File: config.mk
export PLATFORM = sky130hd
export DESIGN_NAME = mem_stage
export DESIGN_NICKNAME = d
export VERILOG_FILES = /design/src/rtl/mem_stage.sv
export SDC_FILE = /design/constraint.sdc
export NUM_CORES = 1
export LEC_CHECK = 0
export ABC_AREA = 1
export CAP_MARGIN = 15
export CORE_MARGIN = 2
export CORE_UTILIZATION = 48
export DETAILED_ROUTE_END_ITERATION = 16
export PLACE_DENSITY_LB_ADDON = 0.15
export SYNTH_ARGS = -nofsm -noshare
export SYNTH_HDL_FRONTEND = slang
export SYNTH_SLANG_ARGS = --single-unit
File: constraint.sdc
create_clock -name clk -period 1.8 [get_ports clk]
set_input_delay 0.36 -clock clk [delete_from_list [all_inputs] [get_ports clk]]
set_output_delay 0.36 -clock clk [all_outputs]
set_load 0.02 [all_outputs]
File: src/rtl/mem_stage.sv
// mem_stage: memory-access stage between execute and writeback; loads/stores use a word-aligned data port.
// Latency: non-memory 1 cycle, store 1 + cycles until request accept (min 2), load min 3 (response-bound).
// Backpressure: in_ready only in IDLE; request fields held until dreq_ready; unbounded wait for dresp_valid.
// Optional: define MEM_STAGE_MISALIGN_TRAP_EN to trap misaligned half/word accesses without a memory request.
module mem_stage #(
  parameter int XLEN      = 32,
  parameter int IID_WIDTH = 8
) (
  input  logic                 clk,
  input  logic                 rst_n,
  input  logic                 in_valid,
  output logic                 in_ready,
  input  logic [XLEN-1:0]      in_pc,
  input  logic [31:0]          in_inst,
  input  logic [IID_WIDTH-1:0] in_inst_id,
  input  logic                 in_rf_wen,
  input  logic [4:0]           in_reg_addr,
  input  logic [XLEN-1:0]      in_alu_result,
  input  logic [XLEN-1:0]      in_store_data,
  input  logic [1:0]           in_mem_op,
  input  logic [1:0]           in_mem_size,
  input  logic                 in_mem_unsigned,
  output logic                 dreq_valid,
  input  logic                 dreq_ready,
  output logic                 dreq_wen,
  output logic [XLEN-1:0]      dreq_addr,
  output logic [XLEN-1:0]      dreq_wdata,
  output logic [3:0]           dreq_wmask,
  input  logic                 dresp_valid,
  input  logic [XLEN-1:0]      dresp_rdata,
  output logic                 wb_valid,
  output logic [XLEN-1:0]      wb_pc,
  output logic [31:0]          wb_inst,
  output logic [IID_WIDTH-1:0] wb_inst_id,
  output logic                 wb_rf_wen,
  output logic [4:0]           wb_reg_addr,
  output logic [XLEN-1:0]      wb_wdata,
  output logic                 wb_misalign
);

  typedef enum logic [1:0] {S_IDLE, S_REQ, S_RESP} state_t;

  state_t r_state;
  state_t w_state_nxt;

  // Captured instruction fields
  logic [XLEN-1:0]      r_pc;
  logic [31:0]          r_inst;
  logic [IID_WIDTH-1:0] r_iid;
  logic                 r_rf_wen;
  logic [4:0]           r_rd;
  logic [XLEN-1:0]      r_alu;
  logic [XLEN-1:0]      r_sdata;
  logic                 r_is_store;
  logic [1:0]           r_size;
  logic                 r_uns;

  // Writeback output registers
  logic                 r_wb_valid;
  logic [XLEN-1:0]      r_wb_pc;
  logic [31:0]          r_wb_inst;
  logic [IID_WIDTH-1:0] r_wb_iid;
  logic                 r_wb_rf_wen;
  logic [4:0]           r_wb_rd;
  logic [XLEN-1:0]      r_wb_wdata;
  logic                 r_wb_misalign;

  logic                 w_accept;
  logic                 w_in_is_mem;
  logic                 w_trap;
  logic                 w_req_fire;
  logic                 w_resp_fire;
  logic [1:0]           w_off;
  logic [7:0]           w_byte;
  logic [15:0]          w_half;
  logic [XLEN-1:0]      w_load_val;

  assign w_off       = r_alu[1:0];
  assign w_in_is_mem = (in_mem_op == 2'd1) || (in_mem_op == 2'd2);
  assign w_accept    = in_valid && (r_state == S_IDLE);
  assign w_req_fire  = (r_state == S_REQ) && dreq_ready;
  assign w_resp_fire = (r_state == S_RESP) && dresp_valid;

`ifdef MEM_STAGE_MISALIGN_TRAP_EN
  // Misaligned half (odd address) or word (any offset) completes as a fault with no request
  assign w_trap = w_in_is_mem &&
                  (((in_mem_size == 2'd1) && in_alu_result[0]) ||
                   ((in_mem_size[1]) && (in_alu_result[1:0] != 2'b00)));
`else
  assign w_trap = 1'b0;
`endif

  // State register
  always_ff @(posedge clk or negedge rst_n) begin
    if (!rst_n) begin
      r_state <= S_IDLE;
    end else begin
      r_state <= w_state_nxt;
    end
  end

  // Next-state logic and handshake outputs
  always_comb begin
    w_state_nxt = r_state;
    in_ready    = 1'b0;
    dreq_valid  = 1'b0;
    case (r_state)
      S_IDLE: begin
        in_ready = 1'b1;
        if (w_accept && w_in_is_mem && !w_trap) begin
          w_state_nxt = S_REQ;
        end
      end
      S_REQ: begin
        dreq_valid = 1'b1;
        if (dreq_ready) begin
          w_state_nxt = r_is_store ? S_IDLE : S_RESP;
        end
      end
      S_RESP: begin
        if (dresp_valid) begin
          w_state_nxt = S_IDLE;
        end
      end
      default: w_state_nxt = S_IDLE;
    endcase
  end

  // Request fields come straight from the captured instruction, so they stay stable while waiting
  always_comb begin
    dreq_wen   = 1'b0;
    dreq_addr  = '0;
    dreq_wdata = '0;
    dreq_wmask = 4'b0000;
    if (r_state == S_REQ) begin
      dreq_wen  = r_is_store;
      dreq_addr = {r_alu[XLEN-1:2], 2'b00};
      if (r_is_store) begin
        case (r_size)
          2'd0: begin
            dreq_wmask = 4'b0001 << w_off;
            dreq_wdata = {4{r_sdata[7:0]}};
          end
          2'd1: begin
            dreq_wmask = w_off[1] ? 4'b1100 : 4'b0011;
            dreq_wdata = {2{r_sdata[15:0]}};
          end
          default: begin
            dreq_wmask = 4'b1111;
            dreq_wdata = r_sdata;
          end
        endcase
      end
    end
  end

  // Load lane extraction and sign/zero extension
  always_comb begin
    w_byte     = dresp_rdata[8*w_off +: 8];
    w_half     = dresp_rdata[16*w_off[1] +: 16];
    w_load_val = dresp_rdata;
    case (r_size)
      2'd0:    w_load_val = r_uns ? {24'b0, w_byte} : {{24{w_byte[7]}}, w_byte};
      2'd1:    w_load_val = r_uns ? {16'b0, w_half} : {{16{w_half[15]}}, w_half};
      default: w_load_val = dresp_rdata;
    endcase
  end

  // Capture the instruction on accept
  always_ff @(posedge clk or negedge rst_n) begin
    if (!rst_n) begin
      r_pc       <= '0;
      r_inst     <= '0;
      r_iid      <= '0;
      r_rf_wen   <= 1'b0;
      r_rd       <= '0;
      r_alu      <= '0;
      r_sdata    <= '0;
      r_is_store <= 1'b0;
      r_size     <= '0;
      r_uns      <= 1'b0;
    end else if (w_accept) begin
      r_pc       <= in_pc;
      r_inst     <= in_inst;
      r_iid      <= in_inst_id;
      r_rf_wen   <= in_rf_wen;
      r_rd       <= in_reg_addr;
      r_alu      <= in_alu_result;
      r_sdata    <= in_store_data;
      r_is_store <= (in_mem_op == 2'd2);
      r_size     <= in_mem_size;
      r_uns      <= in_mem_unsigned;
    end
  end

  // Writeback bundle: single-cycle valid pulse, fields hold their last value
  always_ff @(posedge clk or negedge rst_n) begin
    if (!rst_n) begin
      r_wb_valid    <= 1'b0;
      r_wb_pc       <= '0;
      r_wb_inst     <= '0;
      r_wb_iid      <= '0;
      r_wb_rf_wen   <= 1'b0;
      r_wb_rd       <= '0;
      r_wb_wdata    <= '0;
      r_wb_misalign <= 1'b0;
    end else begin
      r_wb_valid <= 1'b0;
      if (w_accept && (!w_in_is_mem || w_trap)) begin
        r_wb_valid    <= 1'b1;
        r_wb_pc       <= in_pc;
        r_wb_inst     <= in_inst;
        r_wb_iid      <= in_inst_id;
        r_wb_rf_wen   <= !w_trap && in_rf_wen && (in_reg_addr != 5'd0);
        r_wb_rd       <= in_reg_addr;
        r_wb_wdata    <= w_trap ? '0 : in_alu_result;
        r_wb_misalign <= w_trap;
      end else if (w_req_fire && r_is_store) begin
        r_wb_valid    <= 1'b1;
        r_wb_pc       <= r_pc;
        r_wb_inst     <= r_inst;
        r_wb_iid      <= r_iid;
        r_wb_rf_wen   <= 1'b0;
        r_wb_rd       <= r_rd;
        r_wb_wdata    <= '0;
        r_wb_misalign <= 1'b0;
      end else if (w_resp_fire) begin
        r_wb_valid    <= 1'b1;
        r_wb_pc       <= r_pc;
        r_wb_inst     <= r_inst;
        r_wb_iid      <= r_iid;
        r_wb_rf_wen   <= r_rf_wen && (r_rd != 5'd0);
        r_wb_rd       <= r_rd;
        r_wb_wdata    <= w_load_val;
        r_wb_misalign <= 1'b0;
      end
    end
  end

  assign wb_valid    = r_wb_valid;
  assign wb_pc       = r_wb_pc;
  assign wb_inst     = r_wb_inst;
  assign wb_inst_id  = r_wb_iid;
  assign wb_rf_wen   = r_wb_rf_wen;
  assign wb_reg_addr = r_wb_rd;
  assign wb_wdata    = r_wb_wdata;
  assign wb_misalign = r_wb_misalign;

endmodule

==> run summary, run 1 <==
Total grt overflow -> 0
Setup crit start kind -> flop
Largest net degree at the start of global routing -> 89
Pleak -> 8.72 nW
P_sw -> 11.2 mW
Initial cell density of the core -> 48.5%
HP Class -> input port to asynchronous set/reset pin
Post-Place Cells -> 2072
Critical path arrival -> 1.90 ns
Final TNS setup -> -34.79 ns
Critical R2R Capture -> wb_wdata[14]$_DFFE_PN0P_
Area occupied by multi-input gates -> 5430 um^2
Initial DRT Pass Iterations -> 9
Fin crit share -> 126%
YS warnings -> 0
Status -> finished, violations left
Required time of the critical path -> 1.44 ns
Clk buf depth -> 3
Commonest non-fill, non-tap cell in the layout -> nand2_1
Register area -> 6480 um^2
Clk_skew -> 0.00867 ns
I/O pin count -> 367
Placed Area -> 16700 um^2
Finished Layout Cells -> 2180
CP peak stage delay -> 0.39 ns
First-pass GRT wire length -> 60300 um
Final WS setup -> -0.463 ns
Via density per instance -> 5.41
CTS sink cnt -> 259
CTS clk-pin slew, worst paths -> 0.06 ns
Critical path, cell by cell -> inv_2 -> nand2_4 -> nor2_4 -> buf_6 -> buf_6 -> o21ai_4 -> a21oi_2 -> buf_6
Setup violators final -> 285
Final instance area -> 18900 um^2
Synthesized area per cell -> 8.74 um^2
Port bufs -> 363
Int Power -> 17.2 mW
Synth cell types -> 28
Failing checks -> setup timing
Cell count after synthesis -> 1388
R2R depth -> 14
Final #Nets -> 2008
Pwr per Cell Area -> 1500 nW/um^2
DRT iter0 DRCs -> 1042
Worst Setup Path Type -> flop to output pin
ANT nets after route -> 0
Worst skew pair latency -> 0.57 ns
CORE AREA -> 25000 um^2
Final-report max-slew violation count -> 0
Place WS -> -0.507 ns
Worst VDD drop -> 0.00104 V
Vias -> 11.8k
Rows -> 58
Combinational share of power -> 46.0%
Most frequent cells in the layout -> nand2_1, dfrtp_1, nor2_1
CP most frequent cell -> buf_6
Initial antenna violation count -> 5
CP max stage cell -> dfrtp_1
DIE WIDTH -> 163 um
Vias in the first global route -> 11.1k
Max Cap Viol -> 0
Sequential area share after synthesis -> 53.4%
Final RePlAce weighted congestion -> 0.949
Final-layout fill cell count -> 1856
Layout cells sized above 1 -> 24.9%
Minimum clock period -> 2.26 ns
R2r setup slk -> -0.21 ns
Final Hold Viols -> 0
GRT Total Usage -> 28.9%
Htree depth -> 1
Hpwl dp -> 27200 um
Max Freq -> 442 MHz
Chip height -> 163 um
Worst Path Max Fanout -> 3
CTS Buf Count -> 29
Die area -> 26600 um^2
Switching share of power -> 39.6%
Post-route DRC -> 0
Seq cells post-synth -> 259
CTS root buf -> clkbuf_16
Unrepaired setup endpoints after global routing -> yes
Setup crit end kind -> output pin
Critical R2R Launch -> r_state[1]$_DFFE_PN0P_
CTS tree -> done
Post-Route WL -> 44200 um
Area Overhead vs Synth -> 55.8%
Clk network pwr share -> 21.1%
DR WL/cell -> 20.3 um
Flop pwr share -> 33.0%
Post-Syn Area -> 12100 um^2
-- worst max path at each step --
stage | start | endpoint | slack [ns] | cells after the start
2_1_floorplan | r_size[1]$_DFFE_PN0P_ | dreq_wdata[15] | -0.03 | 6
3_3_place_gp | in_mem_op[0] | wb_wdata[31]$_DFFE_PN0P_ | -0.39 | 11
3_5_place_dp | in_mem_op[0] | wb_inst[16]$_DFFE_PN0P_ | -0.51 | 10
4_1_cts | r_state[1]$_DFFE_PN0P_ | dreq_wmask[3] | -0.38 | 8
5_1_grt | r_state[1]$_DFFE_PN0P_ | dreq_wmask[2] | -0.52 | 8
6_report | r_state[1]$_DFFE_PN0P_ | dreq_wmask[0] | -0.46 | 8
-- repair_timing --
item,CTS,global route
endpoints found under the setup margin,180,224
hold buffers,1,0
gates resized for setup,491,123
cloned,2,39
endpoints found under the hold margin,104,0
buffers inserted,5,6
pin swaps,6,2
-- layout make-up --
type                       count  area share, %
sequential                   259           34.3
multi-input combinational    942           28.7
timing repair buffer         486           27.5
clock buffer                  45           4.63
inverter                     105           2.19
tap                          330           2.18
clock inverter                 9          0.470
antenna                        4         0.0529
-- cell families after synthesis --
logic type	after synthesis	share of synthesized area, %
other	1	0.0309
AOI/OAI and AO/OA	229	10.6
buffers and inverters	195	7.30
muxes	98	9.09
adders and majority gates	1	0.103
and+or+nand+nor	605	19.5
DFF	259	53.4
-- per-layer routing --
| metal | part of all wire (%) | vias to the layer above | wire length [um] | global-route usage, % |
|---|---|---|---|---|
| met3 | 8.3 | 117 | 3690 | 6.88 |
| met2 | 49 | 508 | 21800 | 49.1 |
| met4 | 3.8 | 2 | 1670 | 9.86 |
| li1 | - | 5385 | - | - |
| met5 | 0.036 | - | 16 | 0 |
| met1 | 38 | 5779 | 17000 | 36.4 |
-- per-stage QoR --
| step | power [mW] | hold WS (ns) | util [%] |
|---|---|---|---|
| after floorplan | 15.8 | 0.0644 | - |
| after global placement | 21.3 | 0.232 | 66.7 |
| after detailed placement | 21.6 | 0.232 | 66.7 |
| after CTS | 26.9 | 0.249 | 70.6 |
| after global routing | 29.9 | 0.263 | 75.5 |
| final | 28.4 | 0.242 | 75.5 |
-- synthesized netlist by cell type --
cell        n  share of area [%]
nand2_1   321                9.9
buf_2      34                1.4
mux2_2     98                9.1
nand3_1    17               0.70
a21oi_1   105                4.3
nor2_1    251                7.8
buf_1       5               0.15
inv_4       1              0.052
o211ai_1   14               0.87
buf_8       1               0.12
ha_1        1               0.10
dfrtp_1   259                 53
o22ai_1     3               0.15
nand2_2     2               0.10
buf_6       9               0.84
inv_2       3              0.093
o21ai_0    28                1.2
a31oi_1    78                4.0
a41o_1      1              0.082
buf_4       8               0.49
inv_1     101                3.1
nor3_1      5               0.21
nor2_2      1              0.052
clkbuf_1   33                1.0
conb_1      1              0.031
nand2_4     3               0.28
nor2_4      2               0.19
nand3_2     3               0.25
-- power groups by stage --
stage	sequential [mW]	combinational (mW)	clock [mW]
2_1_floorplan	10.6	5.19	0
3_3_place_gp	9.32	12.0	0
3_5_place_dp	9.38	12.2	0
4_1_cts	9.30	11.6	6.02
5_1_grt	9.60	14.0	6.28
6_report	9.36	13.1	5.98
-- worst max-delay path, delay by kind of cell (launching register included) --
kind	cells	cell delay, ns
buffers and inverters	4	0.48
flip-flops	1	0.39
AND/OR/NAND/NOR	2	0.26
AO/OA/AOI/OAI	2	0.20
-- state kept, by name, indices dropped and copies added, names as in the netlist --
| name | cells |
|---|---|
| wb_inst_id | 8 |
| wb_wdata | 32 |
| r_alu | 32 |
| wb_inst | 32 |
| r_pc | 32 |
| wb_pc | 32 |
| wb_reg_addr | 5 |
| r_inst | 32 |
| r_uns | 1 |
| r_size | 2 |
| r_state | 2 |
| r_is_store | 1 |
| r_rd | 5 |
| r_rf_wen | 1 |
| r_sdata | 32 |
| wb_valid | 1 |
| r_iid | 8 |
| wb_rf_wen | 1 |
No activity file was read; power rests on OpenSTA's default activity.
==> run 2: changes to the inputs <==
--- a/config.mk
+++ b/config.mk
@@ -10,6 +10,7 @@
 export CORE_MARGIN = 2
 export CORE_UTILIZATION = 48
 export DETAILED_ROUTE_END_ITERATION = 16
+export HOLD_SLACK_MARGIN = 0.03
 export PLACE_DENSITY_LB_ADDON = 0.15
 export SYNTH_ARGS = -nofsm -noshare
 export SYNTH_HDL_FRONTEND = slang
==> results of run 2 <==
No change in the layout: final DEF, timing and power equal those of run 1.
